===== src/rtl/onehot_pkg.sv =====
// Shared types and helpers for the one-hot state monitor and its index decoder.
package onehot_pkg;

  localparam int DEF_WIDTH = 3;
  localparam int DEF_ERR_W = 4;

  typedef enum logic [1:0] {
    ST_IDLE  = 2'd0,
    ST_TRACK = 2'd1,
    ST_FAULT = 2'd2
  } state_e;

  function automatic int idx_width(input int w);
    return (w > 1) ? $clog2(w) : 1;
  endfunction

  // Rotate the low w bits of v left by one; bit w-1 wraps into bit 0.
  function automatic logic [31:0] rotl1(input logic [31:0] v, input int w);
    logic [31:0] mask;
    mask = (32'd1 << w) - 32'd1;
    return ((v << 1) | (v >> (w - 1))) & mask;
  endfunction

endpackage


===== src/rtl/onehot_decode.sv =====
// One-hot to binary decoder; idx_o is only meaningful while legal_o is high.
module onehot_decode
  import onehot_pkg::*;
#(
  parameter  int WIDTH = DEF_WIDTH,
  localparam int IDX_W = idx_width(WIDTH)
) (
  input  logic [WIDTH-1:0] onehot_i,
  output logic             legal_o,
  output logic [IDX_W-1:0] idx_o
);

  always_comb begin
    idx_o   = '0;
    legal_o = ($countones(onehot_i) == 1);
    for (int i = 0; i < WIDTH; i++) begin
      if (onehot_i[i]) begin
        idx_o = idx_o | IDX_W'(i);
      end
    end
  end

endmodule


===== src/rtl/onehot_state_monitor.sv =====
// Integrity monitor for a one-hot ring counter: tracks legal holds/steps,
// flags faults once per event and reports the binary index of the state.
module onehot_state_monitor
  import onehot_pkg::*;
#(
  parameter  int WIDTH = DEF_WIDTH,
  parameter  int ERR_W = DEF_ERR_W,
  localparam int IDX_W = idx_width(WIDTH)
) (
  input  logic             clock,
  input  logic             reset,
  input  logic [WIDTH-1:0] state_in,
  input  logic             clear_err,
  output logic [IDX_W-1:0] bin_out,
  output logic             valid,
  output logic             fault,
  output logic [ERR_W-1:0] err_count
);

  localparam logic [ERR_W-1:0] ERR_MAX = {ERR_W{1'b1}};

  state_e           state_q, state_d;
  logic [WIDTH-1:0] prev_q, prev_d;
  logic [IDX_W-1:0] bin_q, bin_d;
  logic [ERR_W-1:0] err_q, err_d;

  logic             legal;
  logic [IDX_W-1:0] idx;
  logic             is_hold;
  logic             is_step;
  logic             err_event;
  logic [ERR_W-1:0] err_base;

  onehot_decode #(.WIDTH(WIDTH)) u_decode (
    .onehot_i (state_in),
    .legal_o  (legal),
    .idx_o    (idx)
  );

  assign is_hold = (state_in == prev_q);
  assign is_step = (rotl1(32'(prev_q), WIDTH) == 32'(state_in));

  always_ff @(posedge clock or negedge reset) begin
    if (!reset) begin
      state_q <= ST_IDLE;
      prev_q  <= '0;
      bin_q   <= '0;
      err_q   <= '0;
    end else begin
      state_q <= state_d;
      prev_q  <= prev_d;
      bin_q   <= bin_d;
      err_q   <= err_d;
    end
  end

  always_comb begin
    state_d   = state_q;
    prev_d    = prev_q;
    bin_d     = bin_q;
    err_event = 1'b0;
    unique case (state_q)
      ST_IDLE, ST_FAULT: begin
        if (legal) begin
          state_d = ST_TRACK;
          prev_d  = state_in;
          bin_d   = idx;
        end
      end
      ST_TRACK: begin
        if (legal && (is_step || is_hold)) begin
          prev_d = state_in;
          bin_d  = idx;
        end else begin
          state_d   = ST_FAULT;
          err_event = 1'b1;
        end
      end
      default: state_d = ST_IDLE;
    endcase
  end

  // Clear takes effect first so a coincident event leaves the count at one.
  always_comb begin
    err_base = clear_err ? '0 : err_q;
    err_d    = err_base;
    if (err_event && (err_base != ERR_MAX)) begin
      err_d = err_base + ERR_W'(1);
    end
  end

  always_comb begin
    bin_out   = bin_q;
    err_count = err_q;
    valid     = (state_q == ST_TRACK);
    fault     = (state_q == ST_FAULT);
  end

endmodule


===== config.mk =====
export PLATFORM = sky130hd
export DESIGN_NAME = onehot_state_monitor
export DESIGN_NICKNAME = d
export VERILOG_FILES = /design/src/rtl/onehot_pkg.sv /design/src/rtl/onehot_decode.sv /design/src/rtl/onehot_state_monitor.sv
export SDC_FILE = /design/constraint.sdc
export NUM_CORES = 1
export LEC_CHECK = 0
export ABC_AREA = 1
export BUFFER_PORTS_ARGS = -buffer_cell sky130_fd_sc_hd__buf_2
export CORE_MARGIN = 2
export CORE_UTILIZATION = 33
export CTS_CLUSTER_DIAMETER = 80
export CTS_CLUSTER_SIZE = 24
export DETAILED_ROUTE_END_ITERATION = 8
export PLACE_DENSITY_LB_ADDON = 0.08
export SETUP_SLACK_MARGIN = 0.1
export SYNTH_ARGS = -nofsm -noshare
export SYNTH_HDL_FRONTEND = slang
export SYNTH_HIERARCHICAL = 1
export SYNTH_SLANG_ARGS = --single-unit

===== constraint.sdc =====
create_clock -name clock -period 1.2 [get_ports clock]
set_input_delay 0.36 -clock clock [delete_from_list [all_inputs] [get_ports clock]]
set_output_delay 0.36 -clock clock [all_outputs]
set_load 0.05 [all_outputs]

== Word-level counts from Yosys, hierarchy flattened ==
Cells that the tools add are included.
Storage, ports and cells
  flip-flop bits (word level): 11
  latch bits: 0
  bits in writable memories: 0
  memory bits (read-only): 0
  memories kept: 0
Cells by class
  add/subtract/negate cells: 3
  multiply operators: 0
  divide/modulo/power cells: 0
  magnitude comparators: 0
  eq/ne operators: 9
  shifts and indexed selects: 0
  mux-type cells: 15
  bitwise gates (word level): 1
  reduce and logical (&&, ||, !) cells: 8
Operators with widths (count)
  adder 32 x 1 -> 32 bit: 1
  equality test 32 x 2 -> 1 bit (second input constant): 1
  2-to-1 mux 2 bit: 5
  2-to-1 mux 4 bit: 2
  one-hot mux 2 bit (2 select lines): 2
  equality test 3 bit: 2
  2-to-1 mux 3 bit: 2
  one-hot mux 3 bit (2 select lines): 1
  adder 4 x 1 -> 4 bit (second input constant): 1
  inequality test 2 bit (second input constant): 2
  inequality test 4 bit (second input constant): 1
  2-to-1 mux 1 bit: 3
  OR 3 x 1 -> 3 bit: 1
  AND reduction 3 bit: 1
  adder 1 x 1 -> 2 bit: 1
  equality test 2 x 1 -> 1 bit (second input constant): 1
  equality test 2 bit (second input constant): 1
  logical AND 1 bit: 2
  zero test 2 bit: 1
  inequality test 2 x 1 -> 1 bit (second input constant): 1
  AND reduction 2 bit: 1
  nonzero test 2 bit: 1
  OR reduction 2 bit: 1
  logical OR 1 bit: 1

== Logic depth before layout (Yosys ltp) ==
  word-level depth: 8
  gate-level depth with buffers: 9

== Hierarchy ==
Netlist, hierarchy kept.
Modules (own cells, without submodules)
  onehot_state_monitor: instances 1, cells an instance 89, area each 663.1 um2, sequential area each 275.3 um2
  onehot_decode: instances 1, cells an instance 5, area each 45.0 um2, sequential area each 0.0 um2

== Least setup slack after synthesis ==
OpenSTA, ideal clock, no wires.
  path type: input to register
  from: in state_in[0]
  to: reg bin_q[0] (netlist: bin_out[0])
  setup time: 118 ps
  arrival time: 1461 ps
  data required time: 1082 ps
  setup slack: -379 ps
  cell stages on the path: 6
  cell sequence: fa_1 inv_1 nor2_2 nand2_1 nand3_1 nand2_1
On the way
  cells in the longest elaborated chain, start to end: 6
  elaborated cells on any way between the ends: 10
  those cells by class: add/sub: 2; eq/ne: 5; reduce/logical: 3
RTL lines
  start: declaration: line onehot_state_monitor.sv:12  | input logic [WIDTH-1:0] state_in,
  adder 1 x 1 -> 2 bit (not written as such) *: line onehot_decode.sv:15  | legal_o = ($countones(onehot_i) == 1);
  adder 32 x 1 -> 32 bit (not written as such) *: line onehot_decode.sv:15
  equality test 32 x 2 -> 1 bit *: line onehot_decode.sv:15
  named net legal: line onehot_state_monitor.sv:27  | logic legal;
  logical AND 1 bit: line onehot_state_monitor.sv:71  | if (legal && (is_step || is_hold)) begin
  inequality test 2 x 1 -> 1 bit (no line)
  AND reduction 3 bit (no line) *
  end signal: assignment: line onehot_state_monitor.sv:52  | bin_q <= bin_d;
  end: declaration: line onehot_state_monitor.sv:24  | logic [IDX_W-1:0] bin_q, bin_d;
The timed path passes the listed nets; every way through them passes the cells marked *.
A chain may end at the register's enable or synchronous reset.

== Final worst setup path ==
  from: reg state_q[0]
  to: out valid
On the way
  cells in the longest elaborated chain, start to end: 1
RTL lines
  start: declaration: line onehot_state_monitor.sv:22  | state_e state_q, state_d;
  start signal: assignment: line onehot_state_monitor.sv:50  | state_q <= state_d;
  equality test 2 x 1 -> 1 bit: line onehot_state_monitor.sv:95  | valid = (state_q == ST_TRACK);
  end: declaration: line onehot_state_monitor.sv:15  | output logic valid,
No other way between the ends.

==> results.sh <==
export IMPL_drc=0
export IMPL_die_area_sq_mm=0.00253
export IMPL_place_hpwl_um=1210
export IMPL_clk_path_buf_depth=2
export IMPL_clock_skew_final_ps=4.74
export IMPL_tns_ps=-2280
export IMPL_grt_max_degree=12
export IMPL_min_period_ps=1410
export IMPL_core_rowCount=16
export IMPL_ys_types=18
export IMPL_worstReg2RegEnd="err_count[2]$_DFF_PN0_"
export IMPL_crit_type="reg2out"
export IMPL_syn_area_per_cell_sq_um=7.53
export IMPL_clk_pin_slew_ps=80
export IMPL_first_pass_iters=4
export IMPL_drt_wl_total_um=1630
export IMPL_vias_per_cell=4.47
export IMPL_grt_antenna_before_repair=0
export IMPL_cts_made_buffers=3
export IMPL_place_inst=144
export IMPL_multi_input_area_sq_um=410
export IMPL_cts_tree="yes"
export IMPL_grt_pass1_vias=654
export IMPL_p_int_uw=936
export IMPL_cp_max_fo=3
export IMPL_final_max_slew_viol_count=0
export IMPL_cp_start_kind="flip-flop"
export IMPL_design_area_sq_mm=0.00106
export IMPL_holdWs_ps=398
export IMPL_hold_path_class="in2reg"
export IMPL_drive_above_1_share_pct=42.4
export IMPL_h_tree_depth=1
export IMPL_start_util_pct=35.4
export IMPL_syn_inst=94
export IMPL_vias=680
export IMPL_ys_seq_area_share_pct=38.9
export IMPL_p_leak_nw=0.581
export IMPL_fin_ws_ps=-214
export IMPL_timing_final_crit_share_pct=118
export IMPL_final_common_cell="nand2_1"
export IMPL_crit_start="state_q[0]$_DFFE_PN0P_"
export IMPL_nets=134
export IMPL_cts_sinks=11
export IMPL_power_frac_seq_pct=33.3
export IMPL_setup_viol=15
export IMPL_reg2reg_slack_ps=-90
export IMPL_die_h_um=50.3
export IMPL_gp_congestion=0.858
export IMPL_tightest_slew_ps=264
export IMPL_chipWidth_um=50.3
export IMPL_drt_wirelength_per_cell_um=10.7
export IMPL_reg2reg_depth=7
export IMPL_crit_arrival_ps=1050
export IMPL_ant_nets=0
export IMPL_finalHoldViolCount=0
export IMPL_worstSetupEndpoint="valid"
export IMPL_ios=14
export IMPL_cellPowerDensity_mw_per_mm2=1570
export IMPL_power_switching_uw=723
export IMPL_initialDrtViolationCount=13
export IMPL_final_cell_mix="33 x nand2_1, 13 x buf_4, 10 x inv_1"
export IMPL_p_sw_share_pct=43.6
export IMPL_p_comb_share_pct=50.4
export IMPL_maxCapViolCount=0
export IMPL_clock_latency_ps=280
export IMPL_filler_cell_count=200
export IMPL_ys_warn_count=6
export IMPL_grt_pass1_wl_um=2840
export IMPL_syn_area_sq_um=708
export IMPL_globalRouteOverflowTotal=0
export IMPL_required_ps=840
export IMPL_clock_fmax_mhz=707
export IMPL_reg2reg_from="err_count[0]$_DFF_PN0_"
export IMPL_port_buffers=13
export IMPL_rsz0062_at_grt="yes"
export IMPL_max_slew_margin_pct=82.4
export IMPL_peakVddDrop_v=0.000789
export IMPL_place_area_sq_um=900
export IMPL_regArea_sq_um=278
export IMPL_coreArea_sq_mm=0.00200
export IMPL_endpoint_kind="primary output"
export IMPL_finalNonFillerCells=152
export IMPL_power_share_clock_pct=16.3
export IMPL_violations="setup timing"
export IMPL_grt_util_all_layers_pct=15.1
export IMPL_status="complete, but fails checks"
export IMPL_diodes=0
export IMPL_syn_num_nets=102
export IMPL_cts_root_buffer="clkbuf_4"
export IMPL_ys_ff_latch=11
export IMPL_syn_to_final_growth_pct=49.6
[state kept, by name, indices dropped and copies added (netlist names)]
name / count
state_q: 2
prev_q: 3
err_count: 4
bin_out: 2
[power by group through the flow]
stage | Sequential [mW] | Clock [mW] | Combinational [mW]
after global placement | 0.546 | 0 | 0.695
after CTS | 0.553 | 0.274 | 0.832
after global routing | 0.568 | 0.291 | 0.914
after detailed placement | 0.548 | 0 | 0.696
after floorplan | 0.670 | 0 | 0.375
final | 0.552 | 0.271 | 0.836
[what timing repair did]
action,CTS,global route
hold buffers,1,0
endpoints found under the hold margin,11,0
resized for setup,26,7
setup buffers,3,0
pin swaps,1,1
endpoints found under the setup margin,19,19
[cells in the mapped netlist]
library cell	number	area share, %
xnor2_1	2	2.5
inv_2	1	0.53
buf_4	2	2.1
o31ai_1	1	1.1
ha_1	1	1.8
fa_1	1	2.8
nand4_1	4	3.5
nor2_1	3	1.6
nand2_1	39	21
nand2_4	1	1.6
nand2_2	2	1.8
nand3_4	2	4.9
xor2_1	1	1.2
nand3_1	8	5.7
inv_1	13	6.9
nor2_2	1	0.88
nor2_4	1	1.6
dfrtp_1	11	39
[critical path, stage by stage (launching register included)]
cell and delay, ps:
dfrtp_1 420, inv_2 70, nor2_4 120, buf_8 160
[how the worst min path moves through the flow]
stage	from	end	slack [ps]	cells after the start
global route	state_in[0]	prev_q[0]$_DFFE_PN0P_	420	4
global placement	reset	bin_out[0]$_DFFE_PN0P_	250	1
finish	state_in[0]	prev_q[0]$_DFFE_PN0P_	400	4
floorplan	reset	bin_out[0]$_DFFE_PN0P_	60	0
detailed placement	reset	bin_out[0]$_DFFE_PN0P_	250	1
CTS	state_in[0]	prev_q[0]$_DFFE_PN0P_	400	4
[metal layers]
layer  share of wire (%)  GRT usage [%]  wire, um  up-vias
met2                  44           22.1       718       15
met5                   0              0         0        -
met4                 1.8           8.11        30        0
met1                  49           20.3       803      307
li1                    -              -         -      354
met3                 4.5           3.87        74        4
[layout make-up]
| type | instances | share of cell area, % |
|---|---|---|
| multi-input combinational | 67 | 38.7 |
| sequential | 11 | 26.2 |
| timing repair buffer | 29 | 24.4 |
| inverter | 14 | 4.96 |
| tap | 27 | 3.19 |
| clock buffer | 4 | 2.48 |
[through the flow]
stage	power [mW]	utilization, %	worst slack, ps
3_3_place_gp	1.24	44.9	-477
5_1_grt	1.77	52.9	-259
2_1_floorplan	1.05	-	-259
3_5_place_dp	1.24	44.9	-470
4_1_cts	1.66	51.9	-221
6_report	1.66	52.9	-214
[logic make-up (layout without fill, tap and decap cells)]
family / after synthesis / in the layout / synth area share, %
XOR/XNOR: 3 / 3 / 3.71
buffers and inverters: 16 / 47 / 9.54
adder cells (fa/ha/maj): 2 / 2 / 4.59
AO/OA/AOI/OAI: 1 / 1 / 1.06
AND/OR/NAND/NOR: 61 / 61 / 42.2
flip-flops: 11 / 11 / 38.9
(Power assumes the default switching activity.)
